**src/rtl/verificador_senha.sv**
```systemverilog
// Password checker for a keypad lock: verifies a 4-digit BCD entry, opens the lock for a
// fixed time and locks the keypad out after too many consecutive failures.
`timescale 1ns/1ps
module verificador_senha #(
    parameter logic [15:0] SENHA          = 16'h1234,
    parameter int unsigned T_ABERTA       = 50000,
    parameter int unsigned T_BLOQUEIO     = 500000,
    parameter int unsigned MAX_TENTATIVAS = 3
) (
    input  logic        clk,
    input  logic        rst,
    input  logic [79:0] digitos_value,
    input  logic        digitos_valid,
    output logic        teclado_enable,
    output logic        tranca_aberta,
    output logic        erro,
    output logic        bloqueado,
    output logic [2:0]  tentativas
);

    localparam logic [79:0] TODOS_E = {20{4'hE}};
    localparam logic [79:0] TODOS_B = {20{4'hB}};
    localparam logic [63:0] PAD_F   = {16{4'hF}};
    localparam logic [2:0]  MAX_T   = 3'(MAX_TENTATIVAS);
    localparam logic [31:0] FIM_AB  = 32'(T_ABERTA - 1);
    localparam logic [31:0] FIM_BL  = 32'(T_BLOQUEIO - 1);

    typedef enum logic [2:0] {
        StOcioso,
        StVerificar,
        StErro,
        StAberta,
        StBloqueado
    } estado_t;

    estado_t     estado_q, estado_d;
    logic [79:0] digitos_q, digitos_d;
    logic [2:0]  tent_q, tent_d;
    logic [31:0] timer_q, timer_d;

    logic confirma;
    logic senha_ok;

    assign confirma = digitos_valid && (digitos_value != TODOS_E) && (digitos_value != TODOS_B);
    // Exactly four digits entered, oldest digit in the highest used slot.
    assign senha_ok = (digitos_q == {PAD_F, SENHA});

    always_ff @(posedge clk or negedge rst) begin
        if (!rst) begin
            estado_q  <= StOcioso;
            digitos_q <= '1;
            tent_q    <= '0;
            timer_q   <= '0;
        end else begin
            estado_q  <= estado_d;
            digitos_q <= digitos_d;
            tent_q    <= tent_d;
            timer_q   <= timer_d;
        end
    end

    always_comb begin
        estado_d  = estado_q;
        digitos_d = digitos_q;
        tent_d    = tent_q;
        unique case (estado_q)
            StOcioso: begin
                if (confirma) begin
                    digitos_d = digitos_value;
                    estado_d  = StVerificar;
                end
            end
            StVerificar: begin
                if (senha_ok) begin
                    tent_d   = '0;
                    estado_d = StAberta;
                end else begin
                    tent_d   = (tent_q == MAX_T) ? tent_q : tent_q + 3'd1;
                    estado_d = StErro;
                end
            end
            StErro: begin
                estado_d = (tent_q == MAX_T) ? StBloqueado : StOcioso;
            end
            StAberta: begin
                if (timer_q == FIM_AB) estado_d = StOcioso;
            end
            StBloqueado: begin
                if (timer_q == FIM_BL) begin
                    tent_d   = '0;
                    estado_d = StOcioso;
                end
            end
            default: estado_d = StOcioso;
        endcase

        // Dwell timer restarts from zero on every state change.
        if ((estado_d == estado_q) && (estado_q == StAberta || estado_q == StBloqueado)) begin
            timer_d = timer_q + 32'd1;
        end else begin
            timer_d = '0;
        end
    end

    always_comb begin
        teclado_enable = 1'b0;
        tranca_aberta  = 1'b0;
        erro           = 1'b0;
        bloqueado      = 1'b0;
        tentativas     = tent_q;
        unique case (estado_q)
            StOcioso:    teclado_enable = 1'b1;
            StVerificar: teclado_enable = 1'b1;
            StErro: begin
                teclado_enable = 1'b1;
                erro           = 1'b1;
            end
            StAberta:    tranca_aberta = 1'b1;
            StBloqueado: bloqueado     = 1'b1;
            default:     teclado_enable = 1'b1;
        endcase
    end

endmodule

```
**config.mk**
```make
export PLATFORM = sky130hd
export DESIGN_NAME = verificador_senha
export DESIGN_NICKNAME = d
export VERILOG_FILES = /design/src/rtl/verificador_senha.sv
export SDC_FILE = /design/constraint.sdc
export NUM_CORES = 1
export LEC_CHECK = 0
export CAP_MARGIN = 40
export CORE_MARGIN = 4
export CORE_UTILIZATION = 61
export CTS_CLUSTER_DIAMETER = 30
export CTS_CLUSTER_SIZE = 10
export DETAILED_ROUTE_END_ITERATION = 7
export DONT_BUFFER_PORTS = 1
export GPL_TIMING_DRIVEN = 0
export PLACE_DENSITY_LB_ADDON = 0.25
export SYNTH_ARGS = -nofsm -noshare
export SYNTH_HDL_FRONTEND = slang
export SYNTH_SLANG_ARGS = --single-unit
```
**constraint.sdc**
```tcl
create_clock -name clk -period 4.4 [get_ports clk]
set_input_delay 0.88 -clock clk [delete_from_list [all_inputs] [get_ports clk]]
set_output_delay 0.88 -clock clk [all_outputs]
set_load 0.03 [all_outputs]
```
==> summary.md, run 1 <==
| Metric | Value |
|---|---|
| Max-slew violations | `0` |
| Final Critical Period | `3.129 ns` |
| Area grow syn2layout | `11.59%` |
| Nets | `957` |
| Initial antenna violation count | `1` |
| Seq/Total Area, Yosys | `42.03%` |
| Starting Density | `63.08%` |
| FF-to-FF setup slack | `1.98 ns` |
| Root buf cell | `clkbuf_16` |
| Int Pwr | `0.003590 W` |
| Largest net degree at the start of global routing | `119` |
| Startpoint types | `primary input` |
| Main flop type after synthesis | `dfstp_2` |
| PD cells | `678.0 nW/um^2` |
| IO Pins | `90` |
| # DRC | `1` |
| # rows | `39` |
| Number of buffers added on ports | `0` |
| Clock Path Buffers | `2` |
| Gr usage total | `32.56%` |
| CP endpoint kind | `flip-flop` |
| Routed via count | `7288` |
| GRT overflow | `0` |
| Status | `finished with violations` |
| Antenna cell count | `0` |
| Core Region | `11520 sq um` |
| Leading cell type in the layout, fill and taps excluded | `nand2_1` |
| Fmax | `319.6 MHz` |
| Clk Latency, worst-skew pair | `0.42 ns` |
| Post-CTS Setup Bufs | `0` |
| H-tree depth | `4` |
| Worst-margin pin slew | `0.8156 ns` |
| FFs w/ async S/R, synth | `100.0%` |
| Post-CTS Hold Fix Bufs | `0` |
| Slowest cell on crit path | `nor4_4` |
| RSZ-0062 raised after global routing | `false` |
| Synth area leaders | `dfstp_2 29%, dfrtp_1 13%, a311o_1 11%, nand2_1 9.1%, nor3_1 6.1%` |
| Post-DR wirelength/cell | `21.51 microns` |
| Adder-cell share of the synthesized area | `0.5167%` |
| # setup viols final | `0` |
| Worst slew margin | `45.39%` |
| Share of the synthesized area in the top cell type | `28.94%` |
| Failing checks | `DRC` |
| Post-synth EDFFs | `0` |
| Switching portion of total power | `34.69%` |
| DP Area | `7458 sq um` |
| Sequential Power Share | `41.4%` |
| Share of cells above drive strength 1 | `16.86%` |
| Routed Antenna Nets | `0` |
| Max-Cap Viols | `0` |
| Multi-input gate area | `3880 sq um` |
| Die Area | `13720 sq um` |
| Cell chain of the critical path | `nand4_1 > or4_1 > nor4_4 > buf_4 > buf_4 > o21ai_0 > a311o_1` |
| Post-synthesis cell type with the largest combined area | `dfstp_2` |
| CP required | `4.75 ns` |
| First-pass GRT wire length | `34670 microns` |
| CTS clk-pin slew, worst paths | `0.06 ns` |
| Post-Synth XOR/XNOR Area | `3.135%` |
| Critical path type | `in -> reg` |
| Number of unique standard cell types used by synthesis | `47` |
| P_sw | `0.001907 W` |
| Setup TNS | `0 ns` |
| Sequential Area | `3053 sq um` |
| Total Wirelength | `22090 microns` |
| Synth Area in Compound Gates | `18.17%` |
| Cts bufs inserted | `17` |
| Routability-driven placement congestion ratio | `0.9483` |
| Final Hold Viols | `0` |
| Final worst path period share | `71.11%` |
| Most used cell, CP | `buf_4` |
| Syn Inst Count | `850` |
| Logic pwr share | `30.7%` |
| Die Ht | `117.1 microns` |
| Synth Area in Simple Gates | `31.52%` |
| Mapped Area | `7264 sq um` |
| Fill count | `886` |
| Synth warn | `0` |
| Mux cell area share after synthesis | `0%` |
| DP HPWL | `15480 microns` |
| Average cell area after synthesis | `8.546 sq um` |
| Post-CTS Resized | `0` |
| Drt first-iter violations | `1105` |
| Vias per std cell | `7.096` |
| Fin area | `8107 sq um` |
| CP max FO | `10` |
| VDD IR max | `0.5211 mV` |
| Hold Path Class | `in -> async` |
| Max stage delay on crit path | `0.73 ns` |
| Die X | `117.1 microns` |
| First-pass detailed-route iteration total | `8` |
| Largest family of logic cells by synthesized area | `simple AND/OR/NAND/NOR gates` |
| Vias in the first global route | `6942` |
| Final setup skew | `0.009193 ns` |
| CTS tree | `yes` |
| Mapped Nets | `936` |
| Register bit total from synthesis | `118` |
| Clk sinks | `118` |
| DP Cell Count | `995` |
| Arrival time at the worst endpoint | `3.48 ns` |
| Hold_ws | `0.1632 ns` |
| Clock share of power | `27.9%` |
| Reg2Reg Depth | `6` |
| Cell Count, Final, Fillers Out | `1027` |
| Most frequent cells in the layout | `176 x nand2_1, 88 x nor3_1, 86 x o21ai_0` |
| Lkg Pwr | `3.098 nW` |
final cells by class:
| type | instances | area share (%) |
|---|---|---|
| buffer | 66 | 3.596 |
| clock inverter | 10 | 2.145 |
| clock buffer | 22 | 5.850 |
| timing repair buffer | 2 | 0.1235 |
| tap | 143 | 2.207 |
| inverter | 12 | 0.5556 |
| sequential | 118 | 37.66 |
| multi-input combinational | 654 | 47.86 |
per-layer routing:
metal	part of all wire, %	up-vias	GRT usage [%]
li1	-	3245	-
met3	10	63	9.203
met5	0.041	-	0
met2	47	430	51.88
met4	3.2	2	12.92
met1	39	3548	42.21
synth_stat cells, drive strengths merged, types with 5 or more instances:
| cell | count |
|---|---|
| dfrtp | 38 |
| xnor2 | 22 |
| or4 | 5 |
| o21ai | 86 |
| inv | 12 |
| and3 | 5 |
| a21oi | 6 |
| dfstp | 80 |
| clkbuf | 42 |
| buf | 24 |
| nor3 | 88 |
| nand2 | 176 |
| nor2 | 40 |
| nand3 | 13 |
| or3 | 6 |
| nor4bb | 18 |
| a311o | 80 |
| nand4 | 47 |
| nor4 | 21 |
power by group through the flow:
stage,Clock [W],Sequential (W),Combinational (W)
global route,0.00158,0.00232,0.00188
finish,0.00153,0.00227,0.00169
CTS,0.00154,0.00225,0.00166
floorplan,0,0.00210,0.00133
global placement,0,0.00223,0.00153
detailed placement,0,0.00226,0.00163
registers in the layout (all words and copies together), names as in the netlist:
name	count
digitos_q	80
timer_q	32
estado_q	3
tentativas	3
metrics by stage:
| stage | utilization (%) | setup slack (ns) | power, W |
|---|---|---|---|
| 2_1_floorplan | - | 1.714 | 0.003433 |
| 3_3_place_gp | 64.63 | 0.6725 | 0.003758 |
| 3_5_place_dp | 64.77 | 0.9492 | 0.003891 |
| 4_1_cts | 70.39 | 1.379 | 0.005451 |
| 5_1_grt | 70.39 | 1.235 | 0.005784 |
| 6_report | 70.39 | 1.271 | 0.005496 |
worst max-delay path: cells and delay by family:
family          cells  cell delay [ns]
buf+inv             2             0.52
simple gates        3             1.65
compound gates      2             0.42
path summary, 6_finish.rpt:
| path | from | to |
|---|---|---|
| setup / recovery | digitos_value[79] | digitos_q[56]$_DFFE_PN1P_ |
| hold / removal | rst | estado_q[0]$_DFF_PN0_ |
| setup reg to reg | timer_q[11]$_DFF_PN0_ | timer_q[22]$_DFF_PN0_ |
| hold reg to reg | timer_q[0]$_DFF_PN0_ | timer_q[0]$_DFF_PN0_ |
| max in group asynchronous | rst | digitos_q[74]$_DFFE_PN1P_ |
| min in group clk | timer_q[0]$_DFF_PN0_ | timer_q[0]$_DFF_PN0_ |
kinds of logic (layout without fill, tap and decap cells):
kind of cell	Yosys count	after routing
buffers and inverters	78	112
and+or+nand+nor	445	445
DFF	118	118
AOI/OAI and AO/OA	180	180
xor gates and xnor gates	26	26
adders and majority gates	3	3
No activity file was read; power rests on OpenSTA's default activity.
==> run 2: changes to the inputs <==
==> constraint.sdc (replaced) <==
create_clock -name clk -period 2.9 [get_ports clk]
set_input_delay 0.58 -clock clk [delete_from_list [all_inputs] [get_ports clk]]
set_output_delay 0.58 -clock clk [all_outputs]
set_load 0.03 [all_outputs]
==> run 2 against run 1 <==
Against the previous run:
- the flow now finishes without violations
- critical path type unchanged
- sequential power is 52% higher
- clock-buffer cell count stayed put
- critical path depth stayed put
- global-route usage is 0.37 points higher
- hold slack worse by 0.15 ns
- die area stayed put
- final area is 0.74% higher
- first-iteration DRC count is 11% lower
==> summary.md, run 2 (synthesized netlist as in run 1, its figures left out) <==
| Metric | Value |
|---|---|
| Status | `finished clean` |
| Final setup skew | `0.007821 ns` |
| Logic pwr share | `31.0%` |
| # rows | `39` |
| Switching portion of total power | `34.80%` |
| Largest registers | `digitos_q x80, timer_q x32` |
| CP required | `3.24 ns` |
| Max stage delay on crit path | `0.72 ns` |
| Final Hold Viols | `0` |
| Startpoint types | `primary input` |
| Multi-input gate area | `3880 sq um` |
| Die Ht | `117.1 microns` |
| First-pass GRT wire length | `35050 microns` |
| Leading cell type in the layout, fill and taps excluded | `nand2_1` |
| Lkg Pwr | `3.125 nW` |
| Fmax | `357.2 MHz` |
| Hold_ws | `0.01803 ns` |
| Share of cells above drive strength 1 | `17.00%` |
| DP HPWL | `15480 microns` |
| Antenna cell count | `0` |
| Arrival time at the worst endpoint | `3.14 ns` |
| Biggest register | `digitos_q` |
| Most frequent cells in the layout | `176 x nand2_1, 88 x nor3_1, 86 x o21ai_0` |
| Cts bufs inserted | `17` |
| Final core utilization | `70.91%` |
| PD cells | `1024 nW/um^2` |
| Root buf cell | `clkbuf_16` |
| Sequential Area | `3053 sq um` |
| Critical path type | `in -> reg` |
| Routed Antenna Nets | `0` |
| # DRC | `0` |
| First-pass detailed-route iteration total | `5` |
| Max-Cap Viols | `0` |
| Cell chain of the critical path | `nand4_1 > or4_1 > nor4_4 > buf_4 > buf_4 > o21ai_0 > a311o_1` |
| Largest net degree at the start of global routing | `79` |
| Clk sinks | `118` |
| Worst-margin pin slew | `0.8254 ns` |
| RSZ-0062 raised after global routing | `false` |
| Sequential Power Share | `41.3%` |
| Post-CTS Resized | `0` |
| Vias in the first global route | `6976` |
| Number of buffers added on ports | `0` |
| Worst slew margin | `44.73%` |
| CP max FO | `10` |
| Max-slew violations | `0` |
| Area grow syn2layout | `12.42%` |
| Hold Path Class | `in -> async` |
| IO Pins | `90` |
| Final worst path period share | `96.53%` |
| GRT overflow | `0` |
| P_sw | `0.002912 W` |
| Fill count | `879` |
| VDD IR max | `0.7900 mV` |
| Most used cell, CP | `buf_4` |
| Vias per std cell | `7.085` |
| Max reg flops | `80` |
| Power Total | `0.008365 W` |
| Clk Latency, worst-skew pair | `0.42 ns` |
| Drt first-iter violations | `985` |
| Nets | `961` |
| Total Wirelength | `22370 microns` |
| Core Region | `11520 sq um` |
| CTS tree | `yes` |
| H-tree depth | `4` |
| Initial antenna violation count | `0` |
| Post-DR wirelength/cell | `21.69 microns` |
| Clock share of power | `27.8%` |
| Die Area | `13720 sq um` |
| Gr usage total | `32.93%` |
| Slowest cell on crit path | `nor4_4` |
| Routed via count | `7305` |
| Routability-driven placement congestion ratio | `0.9483` |
| CP endpoint kind | `flip-flop` |
| Clock Path Buffers | `2` |
| Starting Density | `63.08%` |
| # setup viols final | `0` |
| Die X | `117.1 microns` |
| CTS clk-pin slew, worst paths | `0.06 ns` |
| Final Critical Period | `2.799 ns` |
| Int Pwr | `0.005454 W` |
==> run 2: changes by cell type in the layout (fill, tap and decap cells not counted), sizes merged <==
cell         previous run  this run
buf                    26        28
dlygate4sd3             0         2
==> run 2: worst paths after layout <==
path                                             from  cells past startpoint                   endpoint  slack (ns)
worst max register to register  timer_q[11]$_DFF_PN0_                      6       timer_q[6]$_DFF_PN0_        0.46
worst min register to register   timer_q[0]$_DFF_PN0_                      1       timer_q[0]$_DFF_PN0_        0.49
min in group clk                    digitos_value[70]                      3  digitos_q[70]$_DFFE_PN1P_        0.48
max in group asynchronous                         rst                      1  digitos_q[37]$_DFFE_PN1P_        2.17
worst max-delay path                digitos_value[79]                      7  digitos_q[56]$_DFFE_PN1P_        0.10
worst min-delay path                              rst                      0  digitos_q[46]$_DFFE_PN1P_        0.02
==> run 2: critical path, delay by kind of cell <==
kind,cells,cell delay [ns]
compound gates,2,0.42
buf+inv,2,0.52
simple gates,3,1.63
==> run 2: power groups by stage <==
stage,logic [W],registers [W],clock network (W)
after floorplan,0.00202,0.00319,0
after global placement,0.00232,0.00338,0
after detailed placement,0.00248,0.00342,0
after CTS,0.00254,0.00341,0.00233
after global routing,0.00288,0.00352,0.00240
final,0.00259,0.00345,0.00232
==> run 2: area by class of cell <==
type	instances	share of cell area, %
buffer	66	3.570
sequential	118	37.38
tap	143	2.191
inverter	12	0.5516
clock buffer	22	5.807
clock inverter	10	2.130
multi-input combinational	654	47.51
timing repair buffer	6	0.8580
==> run 2: per-layer routing <==
layer | wire length (microns) | track usage [%] | up-vias
li1 | - | - | 3252
met1 | 8754 | 42.88 | 3566
met2 | 10490 | 52.29 | 423
met3 | 2348 | 8.689 | 64
met4 | 771 | 13.91 | 0
met5 | 0 | 0 | -
==> run 2: repair_timing <==
item,in CTS,in global routing
hold endpoints to repair,38,1
hold buffers,2,2
setup buffers,0,0
==> run 2: per-stage QoR <==
stage               setup WS [ns]  cell area, sq um  TNS (ns)  instances
finish                     0.1007              8167         0       1031
global route              0.03364              8167         0       1031
CTS                        0.1789              8137         0       1029
detailed placement        -0.2508              7458    -15.81        995
global placement          -0.5275              7443    -40.75        993
floorplan                  0.5141              7264         0        850
